$ cat src/rtl/madd_err_pkg.sv
// Shared types and default widths for the approximate-adder error accumulator.
package madd_err_pkg;

  localparam int unsigned DefaultW    = 3;
  localparam int unsigned DefaultCntW = 16;
  localparam int unsigned DefaultSumW = 24;

  typedef enum logic [1:0] {
    StIdle = 2'd0,
    StRun  = 2'd1,
    StDone = 2'd2
  } state_e;

endpackage

$ cat src/rtl/madd_err_acc_if.sv
// Vector stream into the error accumulator: valid/ready handshake plus operands,
// the approximate result under test and an end-of-session marker.
interface madd_err_acc_if
  import madd_err_pkg::*;
#(
  parameter int unsigned W = DefaultW
) ();

  logic         in_valid;
  logic         in_ready;
  logic [W-1:0] in_a;
  logic [W-1:0] in_b;
  logic [W:0]   in_approx;
  logic         in_last;

  modport master (
    output in_valid,
    output in_a,
    output in_b,
    output in_approx,
    output in_last,
    input  in_ready
  );

  modport slave (
    input  in_valid,
    input  in_a,
    input  in_b,
    input  in_approx,
    input  in_last,
    output in_ready
  );

endinterface

$ cat src/rtl/madd_err_abs.sv
// Exact reference sum of two W-bit operands and its absolute distance from the
// approximate adder's result. Purely combinational.
module madd_err_abs
  import madd_err_pkg::*;
#(
  parameter int unsigned W = DefaultW
) (
  input  logic [W-1:0] a_i,
  input  logic [W-1:0] b_i,
  input  logic [W:0]   approx_i,
  output logic [W:0]   exact_o,
  output logic [W:0]   abs_err_o
);

  // W+1 bits hold any W-bit sum, so neither the sum nor the difference can overflow.
  always_comb begin
    exact_o   = (W+1)'(a_i) + (W+1)'(b_i);
    abs_err_o = (exact_o >= approx_i) ? (exact_o - approx_i) : (approx_i - exact_o);
  end

endmodule

$ cat src/rtl/madd_err_acc.sv
// Error-statistics accumulator for an approximate adder. A session opens on
// start, accepts vectors until one flagged last, and reports vector count,
// nonzero-error count and saturating sum of absolute errors.
// Define MADD_ERR_MAX_EN to add the max_abs_err output and its register.
module madd_err_acc
  import madd_err_pkg::*;
#(
  parameter int unsigned W     = DefaultW,
  parameter int unsigned CNT_W = DefaultCntW,
  parameter int unsigned SUM_W = DefaultSumW
) (
  input  logic             clk,
  input  logic             rst,
  input  logic             start,
  madd_err_acc_if.slave    in_if,
  output logic             busy,
  output logic             done,
  output logic [CNT_W-1:0] vec_count,
  output logic [CNT_W-1:0] err_count,
  output logic [SUM_W-1:0] sum_abs_err
`ifdef MADD_ERR_MAX_EN
  ,
  output logic [W:0]       max_abs_err
`endif
);

  localparam logic [W:0] MaxExact = (W+1)'(2 * ((2 ** W) - 1));

  state_e           state_q, state_d;
  logic             last_seen_q, last_seen_d;
  logic             s1_valid_q, s1_valid_d;
  logic             s1_last_q, s1_last_d;
  logic [W:0]       s1_exact_q, s1_exact_d;
  logic [W:0]       s1_abs_q, s1_abs_d;
  logic             s2_last_q, s2_last_d;
  logic [CNT_W-1:0] vec_q, vec_d;
  logic [CNT_W-1:0] err_q, err_d;
  logic [SUM_W-1:0] sum_q, sum_d;
  logic [SUM_W:0]   sum_ext;
`ifdef MADD_ERR_MAX_EN
  logic [W:0]       max_q, max_d;
`endif

  logic [W:0] exact;
  logic [W:0] abs_err;
  logic       in_ready;
  logic       accept;

  madd_err_abs #(
    .W(W)
  ) u_abs (
    .a_i      (in_if.in_a),
    .b_i      (in_if.in_b),
    .approx_i (in_if.in_approx),
    .exact_o  (exact),
    .abs_err_o(abs_err)
  );

  // Handshake: a session stops taking vectors once its last one is in.
  always_comb begin
    in_ready = (state_q == StRun) && !last_seen_q;
    accept   = in_if.in_valid && in_ready;
  end

  assign in_if.in_ready = in_ready;

  // Next state: stage 1 captures the error, stage 2 folds it into the statistics.
  always_comb begin
    state_d     = state_q;
    last_seen_d = last_seen_q;
    s1_valid_d  = accept;
    s1_last_d   = accept && in_if.in_last;
    s1_exact_d  = exact;
    s1_abs_d    = abs_err;
    s2_last_d   = s1_valid_q && s1_last_q;
    vec_d       = vec_q;
    err_d       = err_q;
    sum_d       = sum_q;
    sum_ext     = {1'b0, sum_q} + (SUM_W+1)'(s1_abs_q);
`ifdef MADD_ERR_MAX_EN
    max_d       = max_q;
`endif

    if (s1_valid_q) begin
      if (vec_q != '1) vec_d = vec_q + CNT_W'(1);
      if ((s1_abs_q != '0) && (err_q != '1)) err_d = err_q + CNT_W'(1);
      sum_d = sum_ext[SUM_W] ? '1 : sum_ext[SUM_W-1:0];
`ifdef MADD_ERR_MAX_EN
      if (s1_abs_q > max_q) max_d = s1_abs_q;
`endif
    end

    if (accept && in_if.in_last) last_seen_d = 1'b1;

    unique case (state_q)
      StIdle, StDone: begin
        if (start) begin
          state_d     = StRun;
          last_seen_d = 1'b0;
          s1_valid_d  = 1'b0;
          s1_last_d   = 1'b0;
          s1_exact_d  = '0;
          s1_abs_d    = '0;
          s2_last_d   = 1'b0;
          vec_d       = '0;
          err_d       = '0;
          sum_d       = '0;
`ifdef MADD_ERR_MAX_EN
          max_d       = '0;
`endif
        end
      end
      StRun: begin
        // s2_last_q marks the cycle after the final statistics update.
        if (s2_last_q) state_d = StDone;
      end
      default: state_d = StIdle;
    endcase
  end

  // State and pipeline registers with synchronous reset.
  always_ff @(posedge clk) begin
    if (rst) begin
      state_q     <= StIdle;
      last_seen_q <= 1'b0;
      s1_valid_q  <= 1'b0;
      s1_last_q   <= 1'b0;
      s1_exact_q  <= '0;
      s1_abs_q    <= '0;
      s2_last_q   <= 1'b0;
      vec_q       <= '0;
      err_q       <= '0;
      sum_q       <= '0;
`ifdef MADD_ERR_MAX_EN
      max_q       <= '0;
`endif
    end else begin
      state_q     <= state_d;
      last_seen_q <= last_seen_d;
      s1_valid_q  <= s1_valid_d;
      s1_last_q   <= s1_last_d;
      s1_exact_q  <= s1_exact_d;
      s1_abs_q    <= s1_abs_d;
      s2_last_q   <= s2_last_d;
      vec_q       <= vec_d;
      err_q       <= err_d;
      sum_q       <= sum_d;
`ifdef MADD_ERR_MAX_EN
      max_q       <= max_d;
`endif
    end
  end

  // The registered exact sum of two W-bit operands can never exceed 2*(2^W-1).
  assert property (@(posedge clk) disable iff (rst) s1_valid_q |-> (s1_exact_q <= MaxExact));

  assign busy        = (state_q == StRun);
  assign done        = (state_q == StDone);
  assign vec_count   = vec_q;
  assign err_count   = err_q;
  assign sum_abs_err = sum_q;
`ifdef MADD_ERR_MAX_EN
  assign max_abs_err = max_q;
`endif

endmodule

$ cat src/flat_wrapper.sv
// flat-port wrapper written by rule: the top's interface ports become plain ports
module madd_err_acc_flat import madd_err_pkg::*;
#(
  parameter int unsigned W     = DefaultW,
  parameter int unsigned CNT_W = DefaultCntW,
  parameter int unsigned SUM_W = DefaultSumW
)
  (clk, rst, start, busy, done, vec_count, err_count, sum_abs_err, in_if_in_valid, in_if_in_a, in_if_in_b, in_if_in_approx, in_if_in_last, in_if_in_ready);
  madd_err_acc_if #(.W(W)) in_if_i ();
  input  logic clk;
  input  logic rst;
  input  logic start;
  output logic busy;
  output logic done;
  output logic [CNT_W-1:0] vec_count;
  output logic [CNT_W-1:0] err_count;
  output logic [SUM_W-1:0] sum_abs_err;
  input wire logic [$bits(in_if_i.in_valid)-1:0] in_if_in_valid;
  input wire logic [$bits(in_if_i.in_a)-1:0] in_if_in_a;
  input wire logic [$bits(in_if_i.in_b)-1:0] in_if_in_b;
  input wire logic [$bits(in_if_i.in_approx)-1:0] in_if_in_approx;
  input wire logic [$bits(in_if_i.in_last)-1:0] in_if_in_last;
  output wire logic [$bits(in_if_i.in_ready)-1:0] in_if_in_ready;
  assign in_if_i.in_valid = in_if_in_valid;
  assign in_if_i.in_a = in_if_in_a;
  assign in_if_i.in_b = in_if_in_b;
  assign in_if_i.in_approx = in_if_in_approx;
  assign in_if_i.in_last = in_if_in_last;
  assign in_if_in_ready = in_if_i.in_ready;
  madd_err_acc #(.W(W), .CNT_W(CNT_W), .SUM_W(SUM_W)) u_core (.clk(clk), .rst(rst), .start(start), .in_if(in_if_i), .busy(busy), .done(done), .vec_count(vec_count), .err_count(err_count), .sum_abs_err(sum_abs_err));
endmodule
$ cat config.mk
export PLATFORM = sky130hd
export DESIGN_NAME = madd_err_acc_flat
export DESIGN_NICKNAME = d
export VERILOG_FILES = /design/src/rtl/madd_err_pkg.sv /design/src/rtl/madd_err_acc_if.sv /design/src/rtl/madd_err_abs.sv /design/src/rtl/madd_err_acc.sv /design/src/flat_wrapper.sv
export SDC_FILE = /design/constraint.sdc
export NUM_CORES = 1
export LEC_CHECK = 0
export CAP_MARGIN = 20
export CORE_MARGIN = 3
export CORE_UTILIZATION = 55
export DETAILED_ROUTE_END_ITERATION = 12
export PLACE_DENSITY = 0.9
export SYNTH_ARGS = -nofsm -noshare
export SYNTH_HDL_FRONTEND = slang
export SYNTH_HIERARCHICAL = 1
export SYNTH_SLANG_ARGS = --single-unit
$ cat constraint.sdc
create_clock -name clk -period 4.15 [get_ports clk]
set_clock_uncertainty 0.1 [all_clocks]
set_input_delay 0.83 -clock clk [delete_from_list [all_inputs] [get_ports clk]]
set_output_delay 0.83 -clock clk [all_outputs]
set_load 0.01 [all_outputs]
==> flow_summary.ini <==
[clock_tree]
cts_root_buffer = clkbuf_8
cts_setup_buffers = 0
hold_buffers = 0
cts_tree = done
clock_sinks = 66
cts-htree-levels = 3
cts_buffers = 9
clk_latency_ps = 340
clk_path_buf_depth = 2
cts-resized-gates = 0
clk_pin_slew_worst_paths_ps = 70

[place]
dp_hpwl_um = 5820
io_buffers = 73
dp.cells = 539
placedInstanceArea_sq_mm = 0.00431
place.gp.congestion = 0.807
place_ws_ps = 769

[final_layout]
final_area_sq_mm = 0.00455
area.sequential_sq_mm = 0.00132
diodes = 0
area_growth_pct = 28.2
stdcell_count = 555
layout.cells.most_common = clkdlybuf4s50_1
nFillCells = 431
layout-drive-gt1-share = 0.0792
most-common-layout-cells = 73 x clkdlybuf4s50_1, 66 x dfxtp_1, 38 x nor2_1
fin_nets = 510
multiInputGateArea_sq_mm = 0.00209

[floorplan]
die_area_sq_mm = 0.00745
io_pins = 74
die_h_um = 86.3
rows = 28
die_x_um = 86.3
core_area_sq_mm = 0.00610
start_util = 0.582

[synth]
synth_warnings = 6
synth_fp_nets = 440
syn_area_per_cell_sq_um = 8.76
postSynthCellCount = 405
syn_area_sq_mm = 0.00355

[power_and_ir_drop]
power_density_mw_per_mm2 = 315
total_leakage_power_uw = 0.00154
ir_drop_mv = 0.224

[min_path]
holdCritStartpoint = u_core/s1_last_q
min_path_cells = 1
holdPathEnd = u_core/s2_last_q
hp-class = flip-flop to flip-flop

[global_routing]
grt_pass1_vias = 3159
grt_max_degree = 40
grt_pass1_wl_um = 13800
grt-ovfl-total = 0
grt_use_total = 0.229
antenna_found_initial = 0

[drt]
wire_per_inst_um = 15.0
drt-total-wl_um = 8340
drtIter0Drc = 239
via_per_inst = 6.01
ant_nets = 0
vias = 3338
dr.pass1.iters = 5
remaining_drc_errors = 0

[sta]
tns_ps = 0
rsz0062_at_grt = no
period_needed_ps = 3090
setup_viol = 0
max_slew_margin = 0.310
hold_violations = 0
finalCritPeriodShare = 0.744
worst_slack_ps = 1060
whs_ps = 380
fmax_ghz = 0.324
worst_pin_slew_ps = 1020
maxSlewViolCount = 0

[setup_path]
r2r_slack_ps = 1480
crit_type = input port to flip-flop
r2r-start = u_core/sum_abs_err[0]
worst_setup_path_end_kind = flip-flop
crit_required_ps = 4280
ff2ff_path_depth = 6
r2r_end = u_core/sum_abs_err[3]
critPathMaxFanout = 4
start_kind = input port
cp_data_arrival_time_ps = 3220

[outcome]
status = completed

[flow_run]
maxCapViolCount = 0
worst max-delay path: stages:
cell and delay [ps]:
clkdlybuf4s50_1 430, ha_1 220, fa_1 380, xor2_1 180, ha_1 340, nand2_1 90, o21ai_2 250, mux2_2 370
and2_1 130
per-layer routing:
metal,wire (um),GRT usage,share of wire,vias to the layer above
met5,0,0,0,-
met4,184,0.125,0.022,0
met3,630,0.0466,0.076,21
met2,3960,0.385,0.47,145
met1,3560,0.275,0.43,1563
li1,-,-,-,1609
registers in the layout, summed over array words and instances (netlist names):
register and flops:
u_core/err_count 16, u_core/last_seen_q 1, u_core/s1_abs_q 4, u_core/s1_last_q 1, u_core/s1_valid_q 1, u_core/s2_last_q 1, u_core/state_q 2, u_core/sum_abs_err 24
u_core/vec_count 16
power by group:
part | total [uW] | switching, uW | internal (uW)
Combinational | 149 | 80.7 | 68.4
Sequential | 653 | 10.5 | 643
Clock | 628 | 241 | 387
Total | 1430 | 332 | 1100
worst max-delay path by stage:
stage | from | to | slack (ps) | cells past startpoint
finish | in_if_in_a[0] | u_core/s1_abs_q[1] | 1060 | 9
global route | in_if_in_a[0] | u_core/s1_abs_q[3] | 960 | 11
CTS | in_if_in_a[0] | u_core/s1_abs_q[1] | 1110 | 9
detailed placement | in_if_in_a[0] | u_core/s1_abs_q[1] | 770 | 9
global placement | in_if_in_a[0] | u_core/s1_abs_q[1] | 820 | 9
floorplan | in_if_in_a[0] | u_core/s1_abs_q[1] | 1320 | 8
through the flow:
| stage | utilization | total power (uW) |
|---|---|---|
| 5_1_grt | 0.746 | 1480 |
| 3_5_place_dp | 0.707 | 811 |
| 3_3_place_gp | 0.707 | 802 |
| 4_1_cts | 0.746 | 1440 |
| 2_1_floorplan | - | 766 |
| 6_report | 0.746 | 1430 |
layout make-up:
class,count,share of cell area
tap,75,0.0206
sequential,66,0.291
inverter,16,0.0132
clock buffer,12,0.0363
clock inverter,4,0.0160
multi-input combinational,308,0.461
timing repair buffer,74,0.162
Power figures use the tool's default switching activity.
